### src/rtl/nova_bs_feeder.sv
// nova_bs_feeder: ring buffer feeding network bitstream words to the decoder.
// Define NOVA_BS_FEEDER_STATS_EN to add stall_cycles/words_in counters.
module nova_bs_feeder #(
  parameter int DEPTH_LOG2 = 6,
  parameter int ADDR_W     = 17
) (
  input  logic              clk,
  input  logic              reset_n,
  input  logic              flush,
  input  logic [15:0]       in_word,
  input  logic              in_valid,
  output logic              in_stop,
  input  logic              bs_ren_n,
  input  logic [ADDR_W-1:0] bs_addr,
  output logic [15:0]       bs_data,
  output logic              bs_valid,
  output logic              dec_stop,
`ifdef NOVA_BS_FEEDER_STATS_EN
  output logic              err_backref,
  output logic [31:0]       stall_cycles,
  output logic [31:0]       words_in
`else
  output logic              err_backref
`endif
);

  localparam int DEPTH = 1 << DEPTH_LOG2;
  localparam int CW    = DEPTH_LOG2 + 1;

  typedef enum logic {
    IDLE,
    WAIT_FILL
  } state_t;

  state_t state, state_nx;

  logic [15:0]       mem [DEPTH];
  logic [ADDR_W-1:0] wr_addr;
  logic [ADDR_W-1:0] base;
  logic [ADDR_W-1:0] lat_addr;
  logic [CW-1:0]     count;
  logic              hit_q;

  logic [ADDR_W-1:0] d_req;
  logic [ADDR_W-1:0] d_lat;
  logic [ADDR_W-1:0] rd_addr;
  logic [ADDR_W-1:0] base_nx;
  logic [ADDR_W-1:0] wr_nx;
  logic [CW-1:0]     count_nx;
  logic              req_hit;
  logic              req_back;
  logic              lat_hit;
  logic              accept;
  logic              serve;
  logic              serve_err;
  logic              lat_set;

  assign in_stop  = (count == CW'(DEPTH));
  assign accept   = in_valid && !in_stop && !flush;
  assign dec_stop = (state == WAIT_FILL);

  assign d_req    = bs_addr - base;
  assign d_lat    = lat_addr - base;
  assign req_hit  = d_req < ADDR_W'(count);
  assign req_back = d_req[ADDR_W-1];
  assign lat_hit  = d_lat < ADDR_W'(count);

  always_comb begin
    state_nx  = state;
    serve     = 1'b0;
    serve_err = 1'b0;
    lat_set   = 1'b0;
    rd_addr   = bs_addr;
    unique case (state)
      IDLE: begin
        if (!bs_ren_n) begin
          unique case (1'b1)
            req_hit:  serve = 1'b1;
            req_back: serve_err = 1'b1;
            default: begin
              lat_set  = 1'b1;
              state_nx = WAIT_FILL;
            end
          endcase
        end
      end
      WAIT_FILL: begin
        rd_addr = lat_addr;
        if (hit_q) begin
          serve    = 1'b1;
          state_nx = IDLE;
        end
      end
      default: state_nx = IDLE;
    endcase
  end

  // A serve frees space in the same cycle an accept consumes it.
  assign base_nx  = serve ? rd_addr : base;
  assign wr_nx    = wr_addr + ADDR_W'(accept);
  assign count_nx = CW'(wr_nx - base_nx);

  always_ff @(posedge clk or negedge reset_n) begin
    if (!reset_n) begin
      state       <= IDLE;
      wr_addr     <= '0;
      base        <= '0;
      count       <= '0;
      lat_addr    <= '0;
      hit_q       <= 1'b0;
      bs_valid    <= 1'b0;
      bs_data     <= '0;
      err_backref <= 1'b0;
    end else if (flush) begin
      state       <= IDLE;
      wr_addr     <= '0;
      base        <= '0;
      count       <= '0;
      hit_q       <= 1'b0;
      bs_valid    <= 1'b0;
      err_backref <= 1'b0;
    end else begin
      state    <= state_nx;
      wr_addr  <= wr_nx;
      base     <= base_nx;
      count    <= count_nx;
      hit_q    <= (state == WAIT_FILL) && lat_hit;
      bs_valid <= serve || serve_err;
      if (lat_set) begin
        lat_addr <= bs_addr;
      end
      if (serve) begin
        bs_data <= mem[rd_addr[DEPTH_LOG2-1:0]];
      end else if (serve_err) begin
        bs_data <= '0;
      end
      if (serve_err) begin
        err_backref <= 1'b1;
      end
    end
  end

  always_ff @(posedge clk) begin
    if (accept) begin
      mem[wr_addr[DEPTH_LOG2-1:0]] <= in_word;
    end
  end

`ifdef NOVA_BS_FEEDER_STATS_EN
  always_ff @(posedge clk or negedge reset_n) begin
    if (!reset_n) begin
      stall_cycles <= '0;
      words_in     <= '0;
    end else if (flush) begin
      stall_cycles <= '0;
      words_in     <= '0;
    end else begin
      if (dec_stop && stall_cycles != '1) begin
        stall_cycles <= stall_cycles + 32'd1;
      end
      if (accept && words_in != '1) begin
        words_in <= words_in + 32'd1;
      end
    end
  end
`endif

endmodule

### config.mk
export PLATFORM = sky130hd
export DESIGN_NAME = nova_bs_feeder
export DESIGN_NICKNAME = d
export VERILOG_FILES = /design/src/rtl/nova_bs_feeder.sv
export SDC_FILE = /design/constraint.sdc
export NUM_CORES = 1
export LEC_CHECK = 0
export ABC_AREA = 1
export BUFFER_PORTS_ARGS = -buffer_cell sky130_fd_sc_hd__buf_2
export CAP_MARGIN = 30
export CELL_PAD_IN_SITES_DETAIL_PLACEMENT = 1
export CELL_PAD_IN_SITES_GLOBAL_PLACEMENT = 2
export CORE_MARGIN = 5
export CORE_UTILIZATION = 47
export DETAILED_ROUTE_END_ITERATION = 7
export PLACE_DENSITY_LB_ADDON = 0.1
export SLEW_MARGIN = 20
export SYNTH_ARGS = -nofsm -noshare
export SYNTH_HDL_FRONTEND = slang
export SYNTH_SLANG_ARGS = --single-unit
export TNS_END_PERCENT = 100
### constraint.sdc
create_clock -name clk -period 11.1 [get_ports clk]
set_input_delay 1.665 -clock clk [delete_from_list [all_inputs] [get_ports clk]]
set_output_delay 1.665 -clock clk [all_outputs]
set_load 0.05 [all_outputs]
==> results of run 1 <==
flip-flops by register name (all words and copies together) (netlist names):
name and cells:
base 17, lat_addr 17, wr_addr 7, bs_data 16, count 7, dec_stop 1
hit_q 1, mem 1024, bs_valid 1, err_backref 1
report_power, final:
part | internal [µW] | switching (µW) | total [µW]
Combinational | 371 | 1050 | 1420
Sequential | 4530 | 19.2 | 4550
Clock | 2280 | 1620 | 3890
kinds of logic after synthesis:
logic type	synth area share, %
compound gates	1.53
flops	69.9
xor+xnor	0.434
simple gates	23.1
buf+inv	3.44
fa+ha+maj	1.56
critical path, delay by kind of cell:
family	cells	cell delay, ps
buffers and inverters	7	1020
AND/OR/NAND/NOR	20	1740
XOR/XNOR	2	270
adder cells (fa/ha/maj)	5	1570
AO/OA/AOI/OAI	3	450
how the worst min path moves through the flow:
stage | startpoint | endpoint | slack (ps)
2_1_floorplan | hit_q$_DFF_PN0_ | dec_stop$_DFF_PN0_ | 430
3_5_place_dp | bs_data[7]$_DFFE_PN0P_ | bs_data[7]$_DFFE_PN0P_ | 460
5_1_grt | bs_data[7]$_DFFE_PN0P_ | bs_data[7]$_DFFE_PN0P_ | 480
3_3_place_gp | bs_data[15]$_DFFE_PN0P_ | bs_data[15]$_DFFE_PN0P_ | 460
4_1_cts | bs_data[7]$_DFFE_PN0P_ | bs_data[7]$_DFFE_PN0P_ | 470
6_report | bs_data[7]$_DFFE_PN0P_ | bs_data[7]$_DFFE_PN0P_ | 470
per-stage QoR:
step	cell area (µm²)	worst slack, ps	hold WS, ps
after global routing	52100	4540	482
final	52100	5000	468
after CTS	52000	5080	472
after floorplan	46400	5360	434
after global placement	48100	4360	456
after detailed placement	48200	4330	457
layer usage:
layer  vias to the layer above  global-route usage, %
met2                       835                   43.2
li1                      14600                      -
met4                         0                   7.47
met3                       194                   3.17
met5                         -                      0
met1                     16200                   36.4
layout by cell type (no fill, tap or decap), types with 3 or more instances in the layout:
master and count:
nor2_2 13, clkinv_1 29, clkinv_2 27, xnor2_1 6, o21ai_1 12, nand3_1 1051
nor2_1 123, buf_12 5, nand2_1 1240, dfrtp_1 68, o21ai_4 4, clkbuf_1 30
o22ai_2 9, nand2_4 3, inv_2 3, buf_2 56, clkbuf_16 124, xor2_1 17
nor3_1 4, inv_1 119, edfxtp_1 1024, buf_4 105, inv_8 3, nand2_2 4
nor4_1 3, a21oi_1 49, nand4_1 15, a21oi_2 3, o21bai_1 5, or2_2 6
o21ai_0 30, bufinv_16 10, fa_1 3, ha_1 53, buf_6 5
cell type report:
| type | instances | area (µm²) | area share, % |
|---|---|---|---|
| Multi-Input combinational cell | 2666 | 12400 | 23.9 |
| Clock inverter | 70 | 592 | 1.14 |
| Inverter | 126 | 490 | 0.941 |
| Timing Repair Buffer | 174 | 1280 | 2.46 |
| Clock buffer | 156 | 3240 | 6.23 |
| Sequential cell | 1092 | 32500 | 62.3 |
| Tap cell | 1287 | 1610 | 3.09 |
==> summary.txt, run 1 <==
Outcome
  – Status: complete, no violations

Die
  – Die W: roughly 320 µm
  – Ports: 58
  – Die area: 0.105 mm²
  – Die Span Y: about 320 µm
  – Core area: a little under 0.1 mm²
  – Initial core utilization: between 40% and 50%
  – Rows: 115

Power and ir drop
  – Pleak: 0.0193 µW
  – VDD IR max: between 100 and 150 µV
  – Pwr Density: roughly 190 mW/mm²
  – PnR Total Power: approximately 10000 µW

Critical path
  – RR Endpoint: count[6]$_DFF_PN0_
  – Worst flop-to-flop path startpoint: base[0]$_DFF_PN0_
  – CP Capture Type: register
  – CP Class: input pin to register
  – Max stage delay cell, worst path: inv_2
  – WP data required: roughly 12,000 ps
  – CP Max Fanout: 30
  – Most used cell, CP: nand2_1
  – Worst Setup SP: bs_addr[0]
  – Critical Path AT: between 6000 and 7000 ps
  – Setup slack, reg-to-reg: ~5700 ps
  – CP Launch Type: input pin
  – Cell depth of the worst flop-to-flop path: 35
  – Critical Path Max Stage Delay: around 600 ps
  – Critical Path Sink: count[6]$_DFF_PN0_

Drt
  – DRC viols: 0
  – Final WL: 138,000 µm
  – Highest metal used: met4
  – Vias/cell: between 5 and 6
  – WL met3: between 6000 and 7000 µm
  – Routed vias: between 30,000 and 40,000
  – Router iterations before antenna repair: 5
  – M1 WL: approximately 61,000 µm
  – ANT nets after route: 0
  – Initial DRC Count: between 2,000 and 3,000
  – Per-cell routed wire length: 24.7 µm
  – WL met2: about 66,000 µm

STA
  – Max Slew Vio Count: 0
  – RSZ-0062 raised after global routing: no
  – Clock skew: about 21 ps
  – Worst-Margin Slew: 1000 ps
  – Final setup fails: 0
  – Fin. Hold Viols: 0
  – Setup TNS: 0 ps
  – Peak Freq: 164 MHz
  – Crit path time final: about 6100 ps
  – Slew headroom: 33.0%
  – Final Cycle Share: a little over half

Finish
  – Fin util: 53.1%
  – Nets@finish: between 4,000 and 5,000
  – # diodes: 0
  – Share of cells above drive strength 1: under 10%
  – Final Non-Filler Cells: between 5,000 and 6,000
  – Layout area overhead: 12.3%
  – Fillers: a little over 10,000

Synthesis
  – Yosys warns: 0
  – Most frequent cell after synthesis: nand2_1
  – Synth unique cells: 38
  – Cells after Synth: between 4,000 and 5,000
  – Area share of the largest cell type after synthesis: approximately 66%
  – Seq/Total Area, Yosys: between 60% and 70%
  – Synth Net Count: ~4,200
  – EDFF count, synth: around 1,000
  – Synth top area cells: edfxtp_1 (66%), nand3_1 (11%), nand2_1 (10%)
  – Average size of a mapped cell: roughly 11 µm²
  – Post-synth top flop: edfxtp_1
  – Post-synth top cells: nand2_1 (1,240), nand3_1 (1,051), edfxtp_1 (1,024)
  – Mapped cell area: 0.0464 mm²
  – Synth area leader: edfxtp_1
  – Share of flip-flops with an asynchronous set or reset: 6.23%
  – #FFs+latches synth: approximately 1,100

Global route
  – First-pass GRT wire length: approximately 200,000 µm
  – Total Routing Usage GR: 25.9%
  – Overflow after GRT: 0
  – Initial antenna violation count: 4
  – Largest net degree at the start of global routing: around 180
  – Vias in the first global route: 32,200

Clocking
  – Maximum clock insertion buffer count: 3
  – Clock transition at path regs: approximately 60 ps
  – Clk_lat worst skew: 720 ps
  – CTS Hold Bufs: 0
  – Post-cts resize count: 0
  – TritonCTS clock tree: built
  – CTS Root Cell: clkbuf_16
  – Setup bufs post-CTS: 0
  – Clock sink count: between 1,000 and 1,500
  – CTS Buf Count: roughly 120
  – H-tree levels: 3

Placed design
  – Placed Instances: about 5,300
  – Routability Congestion: 0.823
  – Port Buffers: 57
  – Post-DP HPWL: 76,200 µm

Hold path
  – Min-Delay Path Class: register to register
  – Worst hold path depth: 2

Job
  – Maxcap violations: 0
Power figures use the tool's default switching activity.
==> inputs of run 2 (changes only) <==
--- a/config.mk
+++ b/config.mk
@@ -11,7 +11,7 @@
 export CELL_PAD_IN_SITES_DETAIL_PLACEMENT = 1
 export CELL_PAD_IN_SITES_GLOBAL_PLACEMENT = 2
 export CORE_MARGIN = 5
-export CORE_UTILIZATION = 47
+export CORE_UTILIZATION = 39
 export DETAILED_ROUTE_END_ITERATION = 7
 export PLACE_DENSITY_LB_ADDON = 0.1
 export SLEW_MARGIN = 20
==> constraint.sdc (replaced) <==
create_clock -name clk -period 5.38 [get_ports clk]
set_input_delay 0.807 -clock clk [delete_from_list [all_inputs] [get_ports clk]]
set_output_delay 0.807 -clock clk [all_outputs]
set_load 0.05 [all_outputs]
==> summary.txt, run 2 (same netlist as run 1, synthesis figures left out) <==
STA
  – Worst-Margin Slew: 1030 ps
  – Crit path time final: approximately 4800 ps
  – Setup TNS: 0 ps
  – Peak Freq: between 200 and 250 MHz
  – RSZ-0062 raised after global routing: no
  – Slew headroom: a little under a third
  – Clock skew: 21.7 ps
  – Final setup fails: 0
  – Fin. Hold Viols: 0
  – Max Slew Vio Count: 0
  – Final Cycle Share: just under 90%

Die
  – Initial core utilization: about two fifths
  – Rows: around 130
  – Ports: between 50 and 60
  – Core area: roughly 0.12 mm²
  – Die W: roughly 350 µm
  – Die area: 0.126 mm²
  – Die Span Y: between 300 and 400 µm

Hold path
  – Min-Delay Path Class: input pin to async pin

Placed design
  – Port Buffers: 57
  – Routability Congestion: 0.777
  – Post-DP HPWL: ~81,000 µm
  – Placed Instances: roughly 5,600

Job
  – Maxcap violations: 0

Finish
  – Multi-input gate area: between 0.01 and 0.015 mm²
  – Most frequent cells in the layout: nand2_1 (1,240), nand3_1 (1,051), edfxtp_1 (1,024), clkbuf_16 (119), inv_1 (118)
  – Share of cells above drive strength 1: around a tenth
  – Max reg flops: around 1,000
  – Nets@finish: roughly 4,300
  – Leading cell type in the layout, fill and taps excluded: nand2_1
  – FF/Latch Area: between 0.03 and 0.04 mm²
  – Final Non-Filler Cells: between 5,000 and 6,000
  – Fillers: around 12,000
  – Layout area overhead: 13.3%
  – Fin util: between 40 and 50%

Clocking
  – Post-cts resize count: 0
  – Clock sink count: roughly 1,100
  – Clock transition at path regs: approximately 60 ps
  – CTS Root Cell: clkbuf_16
  – Maximum clock insertion buffer count: 3
  – CTS Hold Bufs: 0
  – CTS Buf Count: 119
  – Clk_lat worst skew: around 710 ps
  – Setup bufs post-CTS: 0
  – H-tree levels: 3
  – TritonCTS clock tree: built

Global route
  – Overflow after GRT: 0
  – First-pass GRT wire length: between 200,000 and 250,000 µm
  – Total Routing Usage GR: between 20 and 25%
  – Vias in the first global route: about 32,000
  – Initial antenna violation count: 4
  – Largest net degree at the start of global routing: around 140

Critical path
  – Max stage delay cell, worst path: fa_1
  – Top Family by Delay on Critical Path: simple AND/OR/NAND/NOR gates
  – Crit path buf inv count: 4
  – Critical Path Max Stage Delay: 500 ps
  – CP Launch Type: register
  – CP Class: register to register
  – CP Max Fanout: 11
  – Critical Path AT: ~5400 ps
  – WP data required: about 6000 ps
  – CP Capture Type: register

Power and ir drop
  – Pleak: about 0.019 µW
  – Sw frac: roughly 28%
  – Net Switching: ~5600 µW
  – P_int: 14,400 µW
  – Clock Power Share: a little under two fifths
  – Sequential group share of total power: 46.7%
  – Pwr Density: 382 mW/mm²
  – Combinational power share: about 15%
  – VDD IR max: about 260 µV

Drt
  – DRC viols: 0
  – Initial DRC Count: between 2,000 and 2,500
  – Routed vias: between 30,000 and 40,000
  – Router iterations before antenna repair: 7
  – Final WL: 143,000 µm
  – Per-cell routed wire length: roughly 25 µm
  – ANT nets after route: 0
  – Vias/cell: around 5.4

Outcome
  – Status: complete, no violations
-- run 2: cell types whose count changed in the layout (fill, tap and decap cells not counted), moves of 7 or more --
cell       before  now
buf_12          5   19
buf_4         105   91
buf_8           2    9
bufinv_16      10    3
clkbuf_1       30   37
clkinv_1       29   19
nor2_1        123  101
nor2_2         13   31
-- run 2: layout make-up --
| type | count | area share [%] |
|---|---|---|
| sequential | 1092 | 61.7 |
| tap | 1536 | 3.66 |
| timing repair buffer | 185 | 3.03 |
| clock buffer | 162 | 6.09 |
| antenna | 5 | 0.0238 |
| inverter | 126 | 0.938 |
| clock inverter | 54 | 0.747 |
| multi-input combinational | 2666 | 23.8 |
-- run 2: per-stage QoR --
stage	instance area (µm²)	hold slack, ps	setup WS (ps)	power [µW]
global placement	48700	444	104	12600
finish	52600	39.5	598	20100
global route	52600	33.8	111	20900
CTS	52500	241	537	20300
detailed placement	48900	451	21.0	12600
floorplan	46400	434	494	11400
-- run 2: power by group through the flow --
stage	clock, µW	sequential (µW)	combinational [µW]
3_5_place_dp	0	9550	3080
3_3_place_gp	0	9550	3060
2_1_floorplan	0	9550	1820
5_1_grt	8240	9370	3330
6_report	7670	9370	3030
4_1_cts	7870	9370	3090
-- run 2: worst paths after layout --
check	from	endpoint	slack, ps	cells past startpoint
setup / recovery	base[0]$_DFF_PN0_	count[6]$_DFF_PN0_	600	32
hold / removal	reset_n	bs_data[1]$_DFFE_PN0P_	40	1
setup reg to reg	base[0]$_DFF_PN0_	count[6]$_DFF_PN0_	600	32
hold reg to reg	hit_q$_DFF_PN0_	dec_stop$_DFF_PN0_	460	1
max in group asynchronous	reset_n	lat_addr[14]$_DFFE_PN0P_	4730	2
min in group clk	bs_addr[10]	lat_addr[10]$_DFFE_PN0P_	380	3
-- run 2: routing by layer --
| layer | track usage [%] | wire length [µm] | up-vias |
|---|---|---|---|
| li1 | - | - | 14600 |
| met4 | 5.66 | 3210 | 0 |
| met1 | 31.2 | 65000 | 16000 |
| met3 | 2.51 | 5920 | 168 |
| met2 | 37.8 | 69000 | 596 |
| met5 | 0 | 0 | - |
